===== src/rtl/alu_rs.sv =====
// ALU reservation station: holds dispatched micro-ops until both sources are
// captured (at dispatch or off the CDB), then issues the oldest ready one.

module alu_rs_entry (
  input  logic            clk,
  input  logic            rst,
  input  logic            flush,
  input  logic            alloc,
  input  logic            clr,
  input  logic [7:0]      d_operand,
  input  logic [7:0]      d_flags,
  input  logic [7:0]      d_wbs,
  input  logic [3:0]      d_robid,
  input  logic [1:0]      d_rdy,
  input  logic [1:0][3:0] d_tag,
  input  logic [1:0][7:0] d_val,
  input  logic            cdb_valid,
  input  logic [3:0]      cdb_id,
  input  logic [7:0]      cdb_val,
  output logic            valid,
  output logic            ready,
  output logic [7:0]      operand,
  output logic [7:0]      flags,
  output logic [7:0]      wbs,
  output logic [3:0]      robid,
  output logic [1:0][7:0] val
);
  logic [1:0]      rdy;
  logic [1:0][3:0] tag;

  assign ready = valid & (&rdy);

  always_ff @(posedge clk or posedge rst) begin
    if (rst) begin
      valid   <= 1'b0;
      operand <= '0;
      flags   <= '0;
      wbs     <= '0;
      robid   <= '0;
      rdy     <= '0;
      tag     <= '0;
      val     <= '0;
    end else if (flush) begin
      valid <= 1'b0;
    end else if (alloc) begin
      valid   <= 1'b1;
      operand <= d_operand;
      flags   <= d_flags;
      wbs     <= d_wbs;
      robid   <= d_robid;
      rdy     <= d_rdy;
      tag     <= d_tag;
      val     <= d_val;
    end else begin
      if (clr) valid <= 1'b0;
      for (int s = 0; s < 2; s++)
        if (valid && !rdy[s] && cdb_valid && tag[s] == cdb_id) begin
          rdy[s] <= 1'b1;
          val[s] <= cdb_val;
        end
    end
  end
endmodule

module alu_rs #(
  parameter int DEPTH = 4
) (
  input  logic            clk,
  input  logic            rst,
  input  logic            flush,
  input  logic            disp_valid,
  input  logic [7:0]      disp_operand,
  input  logic [7:0]      disp_flags,
  input  logic [7:0]      disp_wbs,
  input  logic [3:0]      disp_robid,
  input  logic [1:0]      disp_rdy,
  input  logic [1:0][3:0] disp_tag,
  input  logic [1:0][7:0] disp_val,
  output logic            rs_full,
  input  logic            cdb_valid,
  input  logic [3:0]      cdb_id,
  input  logic [7:0]      cdb_val,
  input  logic            fu_busy,
  output logic            issue_transmit,
  output logic [7:0]      issue_operand,
  output logic [1:0][7:0] issue_depvals,
  output logic [7:0]      issue_wbs,
  output logic [7:0]      issue_flags,
  output logic [3:0]      issue_robid
);
  localparam int IW = $clog2(DEPTH);

  logic [DEPTH-1:0]            valid, ready, alloc, clr, sel_oh;
  logic [DEPTH-1:0][7:0]       e_operand, e_flags, e_wbs;
  logic [DEPTH-1:0][3:0]       e_robid;
  logic [DEPTH-1:0][1:0][7:0]  e_val;
  logic [DEPTH-1:0][DEPTH-1:0] older;  // older[i][j]: entry i dispatched before j
  logic [IW-1:0]               free_idx, sel_idx;
  logic [1:0]                  new_rdy;
  logic [1:0][7:0]             new_val;
  logic                        disp_fire, issue_fire;

  assign rs_full    = &valid;
  assign disp_fire  = disp_valid && !rs_full && !flush;
  assign issue_fire = (|sel_oh) && !fu_busy && !flush;
  assign alloc      = disp_fire ? (DEPTH'(1) << free_idx) : '0;
  assign clr        = issue_fire ? sel_oh : '0;

  // Immediate form forces src1 ready; a same-cycle CDB hit is captured here.
  always_comb begin
    new_rdy = disp_rdy;
    new_val = disp_val;
    if (disp_flags[2]) new_rdy[1] = 1'b1;
    for (int s = 0; s < 2; s++)
      if (!new_rdy[s] && cdb_valid && disp_tag[s] == cdb_id) begin
        new_rdy[s] = 1'b1;
        new_val[s] = cdb_val;
      end
  end

  always_comb begin
    free_idx = '0;
    for (int i = DEPTH - 1; i >= 0; i--)
      if (!valid[i]) free_idx = IW'(i);
  end

  always_comb begin
    sel_oh  = '0;
    sel_idx = '0;
    for (int i = 0; i < DEPTH; i++) begin
      sel_oh[i] = ready[i];
      for (int j = 0; j < DEPTH; j++)
        if (j != i && ready[j] && older[j][i]) sel_oh[i] = 1'b0;
    end
    for (int i = 0; i < DEPTH; i++)
      if (sel_oh[i]) sel_idx = IW'(i);
  end

  always_ff @(posedge clk or posedge rst) begin
    if (rst) begin
      older <= '0;
    end else if (disp_fire) begin
      for (int j = 0; j < DEPTH; j++)
        if (j != int'(free_idx)) begin
          older[free_idx][j] <= 1'b0;
          older[j][free_idx] <= 1'b1;
        end
    end
  end

  always_ff @(posedge clk or posedge rst) begin
    if (rst) begin
      issue_transmit <= 1'b0;
      issue_operand  <= '0;
      issue_depvals  <= '0;
      issue_wbs      <= '0;
      issue_flags    <= '0;
      issue_robid    <= '0;
    end else begin
      issue_transmit <= issue_fire;
      if (issue_fire) begin
        issue_operand <= e_operand[sel_idx];
        issue_depvals <= e_val[sel_idx];
        issue_wbs     <= e_wbs[sel_idx];
        issue_flags   <= e_flags[sel_idx];
        issue_robid   <= e_robid[sel_idx];
      end
    end
  end

  for (genvar g = 0; g < DEPTH; g++) begin : g_ent
    alu_rs_entry u_ent (
      .clk       (clk),
      .rst       (rst),
      .flush     (flush),
      .alloc     (alloc[g]),
      .clr       (clr[g]),
      .d_operand (disp_operand),
      .d_flags   (disp_flags),
      .d_wbs     (disp_wbs),
      .d_robid   (disp_robid),
      .d_rdy     (new_rdy),
      .d_tag     (disp_tag),
      .d_val     (new_val),
      .cdb_valid (cdb_valid),
      .cdb_id    (cdb_id),
      .cdb_val   (cdb_val),
      .valid     (valid[g]),
      .ready     (ready[g]),
      .operand   (e_operand[g]),
      .flags     (e_flags[g]),
      .wbs       (e_wbs[g]),
      .robid     (e_robid[g]),
      .val       (e_val[g])
    );
  end
endmodule


===== config.mk =====
export PLATFORM = sky130hd
export DESIGN_NAME = alu_rs
export DESIGN_NICKNAME = d
export VERILOG_FILES = /design/src/rtl/alu_rs.sv
export SDC_FILE = /design/constraint.sdc
export NUM_CORES = 1
export LEC_CHECK = 0
export CORE_ASPECT_RATIO = 0.5
export CORE_MARGIN = 5
export CORE_UTILIZATION = 60
export CTS_BUF_LIST = sky130_fd_sc_hd__clkbuf_4
export CTS_CLUSTER_DIAMETER = 60
export DETAILED_ROUTE_END_ITERATION = 16
export HOLD_SLACK_MARGIN = 0.15
export PLACE_DENSITY = 0.79
export RECOVER_POWER = 100
export SLEW_MARGIN = 20
export SYNTH_ARGS = -nofsm -noshare
export SYNTH_HDL_FRONTEND = slang
export SYNTH_HIERARCHICAL = 1
export SYNTH_SLANG_ARGS = --single-unit

===== constraint.sdc =====
create_clock -name clk -period 2.3 [get_ports clk]
set_input_delay 0.46 -clock clk [delete_from_list [all_inputs] [get_ports clk]]
set_output_delay 0.46 -clock clk [all_outputs]
set_load 0.005 [all_outputs]

==> summary.txt <==
Outcome
  – Outcome: finished with violations
  – Failing checks: max-capacitance violations, max-slew violations

Clock tree
  – Clock Sinks: 277
  – CTS clk-pin slew, worst paths: 0.07 ns
  – CTS tree: yes
  – Number of CTS-inserted buffers: 67
  – Clk_lat worst skew: 0.71 ns
  – CTS Root Cell: clkbuf_4
  – CTS HTree Levels: 3
  – Clock tree buffer depth: 3

STA
  – Fmax: 453 MHz
  – Hold slack: 0.371 ns
  – PnR worst setup slack: 0.0935 ns
  – Clock Skew: 0.0272 ns
  – Fin crit share: 95.9%
  – Setup_tns: 0 ns
  – Slew margin rel.: -12.3%
  – Final min period: 2.21 ns
  – Final setup viols: 0
  – Fin. max-slew vios: 138
  – RSZ-0062 raised after global routing: no
  – Worst-Margin Slew: 1.68 ns
  – Final Hold Vio Count: 0

Detailed routing
  – Post-route ant nets: 0
  – Vias per inst: 6.11
  – Routed WL per cell: 22.0 µm
  – Vias: 12100
  – Final wirelength: 43.7 mm
  – Residual DRC: 0
  – Iter 0 DRT Violations: 1348
  – Detailed Routing Iterations Pass 1: 6

Synthesis
  – Simple-Gate Fraction of Synth Area: 21.6%
  – Top FF cell, synth: dfrtp_1
  – Post-synth EDFFs: 0
  – Post-synthesis mux area share: 1.31%
  – Largest family of logic cells by synthesized area: simple AND/OR/NAND/NOR gates
  – Ys Warns: 6
  – Top cells by count, synth: nand2_1 (445), dfrtp_1 (277), nor2_1 (135), a221oi_1 (72), inv_1 (47)
  – Synth top area cells: dfrtp_1 (50%), nand2_1 (12%), a221oi_1 (4.6%)
  – Net Count, Synth: 1474
  – Post-synthesis sequential area ratio: 50.3%
  – XOR/XNOR Fraction of Synth Area: 2.35%
  – Cell Area, Synth: 0.0138 mm²
  – Avg Inst Size Synth: 9.82 µm²
  – Async set-reset flop share out of synthesis: 100%
  – Most common cell in the synthesized netlist: nand2_1
  – Cell accounting for the most synthesized area: dfrtp_1
  – Synthesized flop and latch total: 277
  – Compound-cell area share of the yosys netlist: 17.8%
  – Area fraction of the dominant cell type after synthesis: 50.3%
  – Synth cell types: 54
  – Adder-Cell Fraction of Synth Area: 0%
  – Cells after synthesis: 1402

Global route
  – Vias in the first global route: 12400
  – Overflow after GRT: 0
  – Grt met3 use: 8.17%
  – Initial antenna violation count: 0
  – Grt met2 use: 54.9%
  – Met1 usage: 46.2%
  – Global-route wire length before repair: 69.2 mm
  – Tot GR Track Use: 34.1%
  – Busiest grt layer: met2
  – Largest net degree at the start of global routing: 56

Critical path
  – CP startpoint kind: flop
  – Reg2reg path depth: 9
  – Worst-path cell chain: buf_4 > and3_1 > buf_4 > nand2_1 > nand3_2 > and2_2 > buf_4 > o221ai_1 > a21oi_2
  – Worst-path fanout max: 18
  – Arr. time, crit path: 2.84 ns
  – Setup crit end kind: flop
  – CP Class: reg2reg
  – Critical Path RT: 2.94 ns
  – Critical path's slowest cell: dfrtp_1
  – Most frequent CP cell: buf_4
  – Max stage delay on crit path: 0.37 ns

Finish
  – Inserted Diodes: 0
  – Filler cell count: 1649
  – Layout cell share with drive strength beyond 1: 22.4%
  – Multi-input gate area: 0.00586 mm²
  – Final Non-Filler Cells: 1987
  – Layout area overhead: 21.0%
  – Nets: 1711
  – FF/Latch Area: 0.00693 mm²

Placed design
  – Hpwl dp: 30.1 mm
  – I/O Buffers: 117
  – Placed insts: 1871
  – GP Congestion: 1.01
  – Setup WS pre-CTS: -0.201 ns

Run
  – Max Cap Viol: 3

Floorplanning
  – DIE HEIGHT: 117 µm
  – DIE AREA: 0.0263 mm²
  – Initial Utilization: 60.7%
  – Ports: 118
  – Chip Width: 224 µm
  – Rows: 39
  – Core area: 0.0227 mm²

Pwr
  – Leakage power: 7.96 nW
  – PnR Total Power: 13.3 mW
  – VDD IR-drop max: 0.555 mV
  – PD cells: 797 mW/mm²

Min path
  – Tightest Hold Check Type: in2async
-- final cells by class --
| class | count | area share, % |
|---|---|---|
| Tap cell | 307 | 2.30 |
| Sequential cell | 277 | 41.6 |
| Timing Repair Buffer | 249 | 14.6 |
| Multi-Input combinational cell | 997 | 35.1 |
| Clock inverter | 11 | 0.878 |
| Inverter | 47 | 1.06 |
| Clock buffer | 99 | 4.46 |
-- cells by family after synthesis --
group | count (synthesis)
AOI/OAI and AO/OA | 254
and+or+nand+nor | 690
DFF | 277
xor gates and xnor gates | 37
buffers and inverters | 128
muxes | 16
-- through the flow --
step           area [µm²]  util (%)
2_1_floorplan       13800         -
3_5_place_dp        16000      70.3
5_1_grt             16700      73.5
6_report            16700      73.5
3_3_place_gp        16000      70.3
4_1_cts             16900      74.5
-- routing by layer --
metal  vias up  share of wire, %
met5         -                 0
met4         0               3.1
met3       112               9.5
met2       683                46
met1      5990                42
li1       5357                 -
-- power by group --
part	internal [mW]	total [mW]	leakage [nW]	switching [mW]
registers	5.72	6.30	3.49	0.573
clock network	2.40	4.41	0.528	2.01
logic	1.32	2.57	3.94	1.25
-- critical path: cells and delay by family, from the launching register on --
kind,cells,cell delay [ns]
buf+inv,3,0.61
flops,1,0.37
simple gates,4,0.75
compound gates,2,0.38
-- flip-flops by register name (all words and copies together), names as in the netlist, named ones only --
name and flops:
g_ent.u_ent/operand 32, g_ent.u_ent/flags 32, issue_wbs 8, issue_robid 4
issue_operand 8, older 4, g_ent.u_ent/rdy 8, issue_flags 8
g_ent.u_ent/wbs 32, g_ent.u_ent/robid 16, g_ent.u_ent/tag 32, issue_transmit 1
issue_depvals 16, g_ent.u_ent/valid 4, g_ent.u_ent/val 64
-- final timing paths --
path                                              startpoint  slack [ns]                                  end
max in group asynchronous                                rst        0.37         issue_depvals[8]$_DFFE_PP0P_
max reg2reg                 g_ent[0].u_ent/valid$_DFFE_PP0P_        0.09           issue_flags[4]$_DFFE_PP0P_
max                         g_ent[0].u_ent/valid$_DFFE_PP0P_        0.09           issue_flags[4]$_DFFE_PP0P_
min reg2reg                g_ent[3].u_ent/wbs[7]$_DFFE_PP0P_        0.48    g_ent[3].u_ent/wbs[7]$_DFFE_PP0P_
min in group clk                               disp_flags[0]        0.39  g_ent[1].u_ent/flags[0]$_DFFE_PP0P_
min                                                      rst        0.37    g_ent[1].u_ent/tag[7]$_DFFE_PP0P_
-- placed cells by master, fill, tap and decap left out, drive strengths merged, types with 5 or more instances in the layout --
cell type / n
nand2: 449
nand4: 10
a211oi: 8
dfrtp: 277
nand2b: 11
clkbuf: 127
buf: 104
nor4: 5
o221a: 28
nor2: 136
nor3: 13
a221oi: 72
xnor2: 33
clkdlybuf4s50: 70
inv: 46
o221ai: 44
a21oi: 53
dlygate4sd3: 46
or2: 9
o22ai: 9
mux2: 16
a22o: 8
nand3: 33
o21ai: 24
and4: 10
clkinv: 8
-- timing repair --
action,in CTS,in global routing
buffers inserted,4,2
pin swaps,0,1
gates resized for setup,5,2
hold buffers,0,0
endpoints found under the setup margin,1,18
Power figures use the tool's default switching activity.
